`config.mk`:
```
export PLATFORM = sky130hd
export DESIGN_NAME = coeff_int_to_frac_flat
export DESIGN_NICKNAME = d
export VERILOG_FILES = /design/src/rtl/coeff_int_to_frac_if.sv /design/src/rtl/coeff_int_to_frac.sv /design/src/flat_wrapper.sv
export SDC_FILE = /design/constraint.sdc
export NUM_CORES = 1
export LEC_CHECK = 0
export BUFFER_PORTS_ARGS = -buffer_cell sky130_fd_sc_hd__buf_2
export CAP_MARGIN = 20
export CORE_ASPECT_RATIO = 1.2
export CORE_MARGIN = 2
export CORE_UTILIZATION = 55
export DETAILED_ROUTE_END_ITERATION = 10
export GPL_ROUTABILITY_DRIVEN = 1
export MAX_ROUTING_LAYER = met4
export PLACE_DENSITY = 0.8
export RECOVER_POWER = 100
export REMOVE_ABC_BUFFERS = 1
export SYNTH_ARGS = -nofsm -noshare
export SYNTH_HDL_FRONTEND = slang
export SYNTH_SLANG_ARGS = --single-unit
```
`constraint.sdc`:
```
create_clock -name clk -period 4.7 [get_ports clk]
set_clock_uncertainty 0.1 [all_clocks]
set_input_delay 0 -clock clk [delete_from_list [all_inputs] [get_ports clk]]
set_output_delay 0 -clock clk [all_outputs]
set_load 0.02 [all_outputs]
```
`src/rtl/coeff_int_to_frac_if.sv`:
```
// Handshake bundle between the RLE decoder, the coefficient expander and the IDCT.
// Carries the integer coefficient stream in and the eight parallel Q13.6 buses out.
interface coeff_int_to_frac_if #(
  parameter int INT_W     = 13,
  parameter int FRAC_BITS = 6
);
  localparam int OUT_W = INT_W + FRAC_BITS;

  logic                    in_valid;
  logic                    in_ready;
  logic signed [INT_W-1:0] in_coeff;
  logic                    in_last;
  logic                    out_valid;
  logic                    out_ready;
  logic signed [OUT_W-1:0] fraction_z0;
  logic signed [OUT_W-1:0] fraction_z1;
  logic signed [OUT_W-1:0] fraction_z2;
  logic signed [OUT_W-1:0] fraction_z3;
  logic signed [OUT_W-1:0] fraction_z4;
  logic signed [OUT_W-1:0] fraction_z5;
  logic signed [OUT_W-1:0] fraction_z6;
  logic signed [OUT_W-1:0] fraction_z7;
  logic                    err;

  modport slave (
    input  in_valid, in_coeff, in_last, out_ready,
    output in_ready, out_valid, err,
    output fraction_z0, fraction_z1, fraction_z2, fraction_z3,
    output fraction_z4, fraction_z5, fraction_z6, fraction_z7
  );

  modport master (
    output in_valid, in_coeff, in_last, out_ready,
    input  in_ready, out_valid, err,
    input  fraction_z0, fraction_z1, fraction_z2, fraction_z3,
    input  fraction_z4, fraction_z5, fraction_z6, fraction_z7
  );
endinterface

```
`src/rtl/coeff_int_to_frac.sv`:
```
// Expands 13-bit integer DCT coefficients to Q13.6 and assembles blocks of eight for the IDCT.
// A shadow bank collects the next block while the output bank is held under back-pressure.
module coeff_int_to_frac #(
  parameter int INT_W      = 13,
  parameter int FRAC_BITS  = 6,
  parameter int ROUND_HALF = 0
) (
  input  logic               clk,
  input  logic               rst_n,
  coeff_int_to_frac_if.slave bus
);
  localparam int OUT_W = INT_W + FRAC_BITS;

  typedef enum logic {COLLECT = 1'b0, HOLD = 1'b1} state_e;

  // Midpoint reconstruction is an OR into bit FRAC_BITS-1; zero stays exactly zero.
  function automatic logic signed [OUT_W-1:0] expand(input logic signed [INT_W-1:0] c);
    logic signed [OUT_W-1:0] f;
    f = {c, {FRAC_BITS{1'b0}}};
    if (ROUND_HALF != 0 && c != '0) f[FRAC_BITS-1] = 1'b1;
    return f;
  endfunction

  state_e                  state_q, state_d;
  logic [2:0]              cnt_q, cnt_d;
  logic                    out_valid_q, out_valid_d;
  logic                    err_q, err_d;
  logic signed [OUT_W-1:0] shadow_q [8];
  logic signed [OUT_W-1:0] obank_q  [8];
  logic signed [OUT_W-1:0] frac;
  logic                    in_ready, xfer, drain;
  logic                    shadow_we, ld_block, ld_shadow;

  assign frac     = expand(bus.in_coeff);
  assign in_ready = (state_q == COLLECT);
  assign xfer     = bus.in_valid && in_ready;
  assign drain    = out_valid_q && bus.out_ready;

  always_comb begin
    state_d     = state_q;
    cnt_d       = cnt_q;
    out_valid_d = out_valid_q;
    err_d       = 1'b0;
    shadow_we   = 1'b0;
    ld_block    = 1'b0;
    ld_shadow   = 1'b0;
    if (drain) out_valid_d = 1'b0;
    case (state_q)
      COLLECT: begin
        if (xfer) begin
          shadow_we = 1'b1;
          if (cnt_q != 3'd7 && !bus.in_last) begin
            cnt_d = cnt_q + 3'd1;
          end else if (cnt_q != 3'd7 || !bus.in_last) begin
            err_d = 1'b1;
            cnt_d = 3'd0;
          end else begin
            cnt_d = 3'd0;
            if (!out_valid_q || drain) begin
              ld_block    = 1'b1;
              out_valid_d = 1'b1;
            end else begin
              state_d = HOLD;
            end
          end
        end
      end
      HOLD: begin
        // out_valid is always set here, so out_ready alone frees the output bank.
        if (bus.out_ready) begin
          ld_shadow   = 1'b1;
          out_valid_d = 1'b1;
          state_d     = COLLECT;
        end
      end
      default: state_d = COLLECT;
    endcase
  end

  always_ff @(posedge clk) begin
    if (!rst_n) begin
      state_q     <= COLLECT;
      cnt_q       <= 3'd0;
      out_valid_q <= 1'b0;
      err_q       <= 1'b0;
    end else begin
      state_q     <= state_d;
      cnt_q       <= cnt_d;
      out_valid_q <= out_valid_d;
      err_q       <= err_d;
    end
  end

  always_ff @(posedge clk) begin
    if (shadow_we) shadow_q[cnt_q] <= frac;
  end

  always_ff @(posedge clk) begin
    if (!rst_n) begin
      for (int i = 0; i < 8; i++) obank_q[i] <= '0;
    end else if (ld_block) begin
      for (int i = 0; i < 7; i++) obank_q[i] <= shadow_q[i];
      obank_q[7] <= frac;
    end else if (ld_shadow) begin
      for (int i = 0; i < 8; i++) obank_q[i] <= shadow_q[i];
    end
  end

  assign bus.in_ready    = in_ready;
  assign bus.out_valid   = out_valid_q;
  assign bus.err         = err_q;
  assign bus.fraction_z0 = obank_q[0];
  assign bus.fraction_z1 = obank_q[1];
  assign bus.fraction_z2 = obank_q[2];
  assign bus.fraction_z3 = obank_q[3];
  assign bus.fraction_z4 = obank_q[4];
  assign bus.fraction_z5 = obank_q[5];
  assign bus.fraction_z6 = obank_q[6];
  assign bus.fraction_z7 = obank_q[7];
endmodule

```
`src/flat_wrapper.sv`:
```
// flat-port wrapper written by rule: the top's interface ports become plain ports
module coeff_int_to_frac_flat 
#(
  parameter int INT_W      = 13,
  parameter int FRAC_BITS  = 6,
  parameter int ROUND_HALF = 0
)
  (clk, rst_n, bus_in_valid, bus_in_coeff, bus_in_last, bus_out_ready, bus_in_ready, bus_out_valid, bus_err, bus_fraction_z0, bus_fraction_z1, bus_fraction_z2, bus_fraction_z3, bus_fraction_z4, bus_fraction_z5, bus_fraction_z6, bus_fraction_z7);
  coeff_int_to_frac_if #(.INT_W(INT_W), .FRAC_BITS(FRAC_BITS)) bus_i ();
  input  logic clk;
  input  logic rst_n;
  input wire logic [$bits(bus_i.in_valid)-1:0] bus_in_valid;
  input wire logic [$bits(bus_i.in_coeff)-1:0] bus_in_coeff;
  input wire logic [$bits(bus_i.in_last)-1:0] bus_in_last;
  input wire logic [$bits(bus_i.out_ready)-1:0] bus_out_ready;
  output wire logic [$bits(bus_i.in_ready)-1:0] bus_in_ready;
  output wire logic [$bits(bus_i.out_valid)-1:0] bus_out_valid;
  output wire logic [$bits(bus_i.err)-1:0] bus_err;
  output wire logic [$bits(bus_i.fraction_z0)-1:0] bus_fraction_z0;
  output wire logic [$bits(bus_i.fraction_z1)-1:0] bus_fraction_z1;
  output wire logic [$bits(bus_i.fraction_z2)-1:0] bus_fraction_z2;
  output wire logic [$bits(bus_i.fraction_z3)-1:0] bus_fraction_z3;
  output wire logic [$bits(bus_i.fraction_z4)-1:0] bus_fraction_z4;
  output wire logic [$bits(bus_i.fraction_z5)-1:0] bus_fraction_z5;
  output wire logic [$bits(bus_i.fraction_z6)-1:0] bus_fraction_z6;
  output wire logic [$bits(bus_i.fraction_z7)-1:0] bus_fraction_z7;
  assign bus_i.in_valid = bus_in_valid;
  assign bus_i.in_coeff = bus_in_coeff;
  assign bus_i.in_last = bus_in_last;
  assign bus_i.out_ready = bus_out_ready;
  assign bus_in_ready = bus_i.in_ready;
  assign bus_out_valid = bus_i.out_valid;
  assign bus_err = bus_i.err;
  assign bus_fraction_z0 = bus_i.fraction_z0;
  assign bus_fraction_z1 = bus_i.fraction_z1;
  assign bus_fraction_z2 = bus_i.fraction_z2;
  assign bus_fraction_z3 = bus_i.fraction_z3;
  assign bus_fraction_z4 = bus_i.fraction_z4;
  assign bus_fraction_z5 = bus_i.fraction_z5;
  assign bus_fraction_z6 = bus_i.fraction_z6;
  assign bus_fraction_z7 = bus_i.fraction_z7;
  coeff_int_to_frac #(.INT_W(INT_W), .FRAC_BITS(FRAC_BITS), .ROUND_HALF(ROUND_HALF)) u_core (.clk(clk), .rst_n(rst_n), .bus(bus_i));
endmodule
```
# Word-level counts from Yosys, hierarchy flattened
# Memory sizes are Yosys's and may differ from the RTL's.
# Index checks and enable logic that the tools add are counted.
[totals] regBits=6 mem_bits_rw=256 input_bits=18 mem_count=2
[mem_list] name="u_core.obank_q" depth=8 word_bits=19 rd=8 rd_ports_with_merged_regs=0 wr=8 line="coeff_int_to_frac.sv:29" text="logic signed [OUT_W-1:0] obank_q [8];"
[mem_list] name="u_core.shadow_q" depth=8 word_bits=13 rd=8 rd_ports_with_merged_regs=0 wr=1 line="coeff_int_to_frac.sv:28" text="logic signed [OUT_W-1:0] shadow_q [8];"
[classes] n_addsub=1 eq_ne=1 mux=50 bitwise=19 reduce_logical=9
[op_table] cell="19-bit two-way mux" n=16
[op_table] cell="1-bit two-way mux" n=31
[op_table] cell="1-bit bitwise OR" n=16
[op_table] cell="1-bit case mux with 2 select lines" n=2
[op_table] cell="4-bit OR reduction" n=1
[op_table] cell="3-bit by 1-bit adder with 3-bit output, second input constant" n=1
[op_table] cell="1-bit logical AND" n=3
[op_table] cell="3-bit two-way mux" n=1
[op_table] cell="3-bit != test, second input constant" n=1
[op_table] cell="1-bit inverter" n=3
[op_table] cell="1-bit zero test" n=2
[op_table] cell="1-bit logical OR" n=2
[op_table] cell="2-bit AND reduction" n=1

# Longest topological paths before layout
# Gate-level depths: netlist (run 1).
[depth] word_depth=12 ltp_mapped=5

# Least setup slack after synthesis (run 1)
# No wires, ideal clock.
[synth_path] path_type="register -> register" from="reg u_core.cnt_q[0]" to="mem u_core.obank_q[0][10] in the netlist's numbering, enable pin" setup_time_ns=0.422 t_arrival_ns=2.615 setup_slack_ns=1.564 stages_incl_launch_ff=6 path_cell_list="dfxtp_1 -> ha_1 -> ha_1 -> a31oi_4 -> buf_6 -> o21ai_2"
[synth_lines] element="start, declared" line="coeff_int_to_frac.sv:25" text="logic [2:0] cnt_q, cnt_d;"
[synth_lines] element="start signal, assigned" line="coeff_int_to_frac.sv:88" text="cnt_q <= cnt_d;"
[synth_lines] element="end, declared" line="coeff_int_to_frac.sv:29"

==> results by group, run 1 <==
Die
  – Die area: between 15000 and 20000 µm²
  – Rows: 50
  – Starting Density: 55.8%
  – Top Ports: about 170
  – Core region area: 15500 µm²
  – Die height: 141 µm
  – Die Wd: 119 µm

Yosys
  – Distinct cells, synth: 34
  – Yosys reg bits: 214
  – Cell taking the most area after synthesis: edfxtp_1
  – Post-synth ARST share: 0%
  – Area share of the largest cell type after synthesis: 72.1%
  – Top cells by count, synth: edfxtp_1 (208), nand2_1 (82), nor3_2 (78)
  – Main synth FF type: edfxtp_1
  – Seq/Total Area, Yosys: 73.5%
  – Yosys warns: 0
  – EDFF count, synth: 208
  – Top-count cell post-synth: edfxtp_1
  – Gate Count Post-Synth: 548
  – Synth top area cells: edfxtp_1 (72%), nor3_2 (9.0%), buf_4 (4.3%)
  – Mapped Area: 8660 µm²
  – Syn Area/Cell: about 16 µm²

Clocking
  – Inserted Clock Buffers: 20
  – Setup bufs post-CTS: 0
  – CTS Buffer Depth: 3
  – CTS sink count: ~210
  – Post-cts resize count: 0
  – CTS Hold Bufs: 17
  – Clock-pin slew on the worst setup and hold paths: approximately 0.060 ns
  – Root Buffer: clkbuf_16
  – Clock latency on the worst-skew pair: 0.48 ns
  – H-tree Lvls: 1
  – CTS tree: done

Pwr
  – PwrDens: ~420 nW/µm²
  – Leak: between 3 and 4 nW
  – Overall power: 4.02 mW
  – Worst VDD drop: approximately 0.36 mV

Global routing
  – Largest net degree at the start of global routing: 102
  – GRT Overall Usage: 20.0%
  – Initial antenna violation count: 0
  – Vias in the first global route: 4606
  – Global-route wire length before repair: 24.9 mm
  – Total gr overflow: 0

Timing
  – Fin. max-slew vios: 116
  – Worst Tran Pin Value: 1.93 ns
  – Relative slew slack: -28.6%
  – RSZ-0062 raised after global routing: no
  – Fin. Hold Viols: 0
  – Crit path time final: 3.66 ns
  – Fmax: 274 MHz
  – Post-route clock period utilization: 77.8%
  – Fin Setup TNS: 0 ns
  – Final setup fails: 0

Worst hold path
  – Hold Path Depth: 4
  – Hold crit path type: input pin to flip-flop
  – Hold Path Origin: bus_in_last
  – Worst Hold End: u_core.bus.err

Final layout
  – Share of layout cells above drive strength 1: under 10%
  – Ant diodes: 0
  – Non-filler cells, final: 909
  – Multi-input gate area: 1510 µm²
  – Area delta synth->final: 10.2%
  – FF/Latch Area: 6370 µm²
  – Fin nets: 708
  – Fillers: 1230
  – Final Cell Area: approximately 9500 µm²

Place
  – HPWL Detailed: 10.3 mm
  – GP Congestion: slightly above 0.8
  – PortBufs: 124
  – Placed instance count: 849
  – Placed cell areas: just over 9000 µm²

Route
  – Routed WL per cell: 19.2 µm
  – Final wirelength: 17.4 mm
  – Vias per cell: 5.31
  – Detailed Routing Iterations Pass 1: 5
  – Via Count: 4828
  – Drc violations: 0
  – Drt first-iter violations: 355
  – Post-DRT Antenna Nets: 0

Setup path
  – Reg2reg path depth: 5
  – Critical Path End Type: flip-flop
  – Startpoint Class: flip-flop
  – R2R Path Start: u_core.cnt_q[0]
  – CP Data Arrival Time: roughly 3.6 ns
  – Worst R2R End: u_core.obank_q[1][25]
  – Crit path max fanout: 20
  – Data required, critical path: about 4.7 ns
  – Reg2reg setup slack: 1.04 ns
  – Crit Path Category: flip-flop to flip-flop

Job
  – Max-Cap Viols: 2

Run status
  – Outcome: complete, but fails checks
  – Violated checks: max-capacitance violations, max-slew violations
[placed cells by master (no fill, tap or decap), drive strengths merged, types with 13 or more instances in the layout]
cell         count
a21bo           13
a21oi           14
and2            13
clkbuf         156
conb            48
dlygate4sd3     17
edfxtp         208
nand2           82
nand3           13
nor3            84
[logic make-up (layout without fill, tap and decap cells)]
group,after synthesis,count (layout),share of synthesized area (%)
other,1,48,0.0433
adders and majority gates,2,2,0.289
xor gates and xnor gates,1,1,0.101
and+or+nand+nor,206,206,15.7
DFF,214,214,73.5
buffers and inverters,87,193,7.03
AOI/OAI and AO/OA,36,36,3.25
muxes,1,1,0.116
[stage by stage]
stage                     worst slack (ns)  hold slack [ns]  util (%)
after floorplan                      0.164          -0.0207         -
after global placement                1.55            0.260      59.4
after detailed placement              1.40            0.275      59.4
after CTS                             1.38            0.145      64.9
after global routing                 0.824            0.369      61.5
final                                 1.04            0.354      61.5
[power breakdown]
part / switching (mW) / total [mW] / internal, mW / leakage (nW)
sequential: 0.0201 / 2.16 / 2.14 / 2.06
clock: 0.647 / 1.63 / 0.980 / 0.325
combinational: 0.179 / 0.228 / 0.0498 / 0.844
[flip-flops by register name (all words and copies together), names as in the netlist]
signal                count
u_core.shadow_q         104
u_core.cnt_q              3
u_core.bus.err            1
u_core.bus.out_valid      1
u_core.obank_q          104
u_core.state_q            1
[how the worst max path moves through the flow]
stage | depth (start not counted) | startpoint | slack [ns] | end
detailed placement | 3 | u_core.state_q | 1.40 | u_core.obank_q[0][52]
finish | 5 | u_core.cnt_q[0] | 1.04 | u_core.obank_q[1][25]
floorplan | 4 | u_core.cnt_q[0] | 0.16 | u_core.obank_q[0][10]
global route | 4 | u_core.state_q | 0.82 | u_core.obank_q[0][11]
CTS | 3 | u_core.state_q | 1.38 | u_core.obank_q[0][52]
global placement | 3 | u_core.state_q | 1.55 | u_core.obank_q[0][73]
[layer usage]
| layer | routed length [µm] | track usage (%) |
|---|---|---|
| met2 | 9160 | 35.0 |
| met5 | 0 | - |
| met4 | 634 | 9.15 |
| met1 | 6420 | 22.7 |
| met3 | 1210 | 3.05 |
[final cells by class]
| type | instances | area share, % |
|---|---|---|
| Clock inverter | 11 | 1.39 |
| Multi-Input combinational cell | 294 | 15.8 |
| Timing Repair Buffer | 156 | 7.67 |
| Inverter | 2 | 0.0786 |
| Sequential cell | 214 | 66.7 |
| Clock buffer | 24 | 5.62 |
| Tap cell | 208 | 2.73 |
[worst max-delay path, cell delays in order, from the launching register on]
cell     delay (ns)
dfxtp_1        0.46
ha_1           0.20
ha_1           0.29
a31oi_2        0.49
buf_4          0.39
o21ai_0        1.31
Power figures use the tool's default switching activity.
==> run 2: changes to the inputs <==
clock period = 3.7 ns   (was 4.7 ns; I/O delays follow)
==> results by group, run 2 (same netlist as run 1, synthesis figures left out) <==
Run status
  – Outcome: complete, no violations

Timing
  – Fin. max-slew vios: 0
  – Fmax: around 330 MHz
  – Crit path time final: 3.06 ns
  – Fin. Hold Viols: 0
  – Post-route clock period utilization: 82.8%
  – RSZ-0062 raised after global routing: no
  – Worst Tran Pin Value: 1.32 ns
  – Relative slew slack: 12.2%
  – Final setup fails: 0

Pwr
  – Combinational power share: 5.8%
  – PwrDens: approximately 520 nW/µm²
  – Sequential Power Share: 55.5%
  – Switching power: 1.06 mW
  – Overall power: 4.95 mW
  – Internal: 3.89 mW
  – Switch share: 21.4%
  – Leak: 3.20 nW
  – Worst VDD drop: 0.290 mV
  – Clock Power Share: 38.7%

Clocking
  – Setup bufs post-CTS: 0
  – CTS tree: done
  – Root Buffer: clkbuf_16
  – CTS sink count: 214
  – CTS Buffer Depth: 3
  – H-tree Lvls: 1
  – Clock latency on the worst-skew pair: 0.48 ns
  – Inserted Clock Buffers: 20
  – Clock-pin slew on the worst setup and hold paths: 0.06 ns
  – Post-cts resize count: 0

Global routing
  – Total gr overflow: 0
  – Global-route wire length before repair: around 25 mm
  – Vias in the first global route: 4586
  – Largest net degree at the start of global routing: 64
  – Initial antenna violation count: 0
  – GRT Overall Usage: 19.9%

Route
  – Routed WL per cell: 18.3 µm
  – Via Count: 4711
  – Vias per cell: 5.18
  – Detailed Routing Iterations Pass 1: 5
  – Drt first-iter violations: 348
  – Drc violations: 0
  – Post-DRT Antenna Nets: 0
  – Final wirelength: 16.7 mm

Job
  – Max-Cap Viols: 0

Setup path
  – Startpoint Class: flip-flop
  – Critical Path End Type: flip-flop
  – Reg2reg setup slack: between 0.6 and 0.7 ns
  – Crit Path Category: flip-flop to flip-flop
  – CP Data Arrival Time: 3.10 ns
  – Data required, critical path: around 3.7 ns
  – Crit path max fanout: 25

Final layout
  – Fin nets: 711
  – Top flop regs: u_core.obank_q x104, u_core.shadow_q x104, u_core.cnt_q x3
  – Most frequent cells in the layout: edfxtp_1 (208), clkbuf_1 (134), nand2_1 (82)
  – Ant diodes: 0
  – Share of layout cells above drive strength 1: between 7 and 8%
  – Commonest non-fill, non-tap cell in the layout: edfxtp_1
  – Area delta synth->final: 9.24%
  – Layout Utilization: 61.0%

Place
  – HPWL Detailed: slightly above 10 mm
  – PortBufs: roughly 120
  – GP Congestion: 0.769

Die
  – Starting Density: 55.8%
  – Rows: 50
  – Die area: ~17000 µm²
  – Die height: 141 µm
  – Core region area: approximately 16000 µm²
  – Top Ports: 173
  – Die Wd: about 120 µm

Worst hold path
  – Hold crit path type: input pin to flip-flop
==> run 2: timing repair <==
action                                 4_1_cts  5_1_grt
endpoints found under the hold margin      110        0
setup endpoints to repair                    0        0
hold buffers                                18        0
==> run 2: final cells by class <==
type                            count  area, µm²
Clock buffer                       26        544
Clock inverter                      7       65.1
Fill cell                        1268       6050
Inverter                            2       7.51
Multi-Input combinational cell    294       1480
Sequential cell                   214       6370
Tap cell                          208        260
Timing Repair Buffer              159        739
==> run 2: power groups by stage <==
stage	sequential, mW	combinational (mW)	clock [mW]
finish	2.74	0.285	1.92
global route	2.75	0.305	2.03
CTS	2.74	0.311	1.94
detailed placement	2.79	0.294	0
global placement	2.79	0.286	0
floorplan	2.86	0.103	0
==> run 2: stage by stage <==
| step | hold slack [ns] | instances | area [µm²] | setup slack (ns) | TNS (ns) |
|---|---|---|---|---|---|
| 2_1_floorplan | -0.0207 | 510 | 8240 | -0.836 | -76.01 |
| 3_3_place_gp | 0.250 | 854 | 9260 | 0.987 | 0 |
| 3_5_place_dp | 0.262 | 854 | 9260 | 0.908 | 0 |
| 4_1_cts | 0.305 | 905 | 10000 | 0.873 | 0 |
| 5_1_grt | 0.356 | 910 | 9470 | 0.422 | 0 |
| 6_report | 0.320 | 910 | 9470 | 0.638 | 0 |
==> run 2: worst max-delay path: stages (launching register included) <==
cell      delay [ns]
dfxtp_1         0.44
ha_1            0.20
ha_1            0.25
a31oi_1         0.16
o21ai_2         1.05
clkbuf_2        0.51
==> run 2: path summary, 6_finish.rpt <==
| path | from | endpoint | cells past startpoint |
|---|---|---|---|
| setup / recovery | u_core.cnt_q[0] | u_core.obank_q[1][55] | 5 |
| setup reg to reg | u_core.cnt_q[0] | u_core.obank_q[1][55] | 5 |
| hold / removal | bus_in_last | u_core.bus.err | 4 |
| hold reg to reg | u_core.shadow_q[6][1] | u_core.obank_q[1][45] | 1 |
==> run 2: routing by layer <==
layer	track usage (%)	vias up	share of wire [%]
li1	-	2184	-
met1	22.8	2313	37
met2	35.6	179	53
met3	2.45	35	6.5
met4	7.89	0	2.9
met5	-	-	0
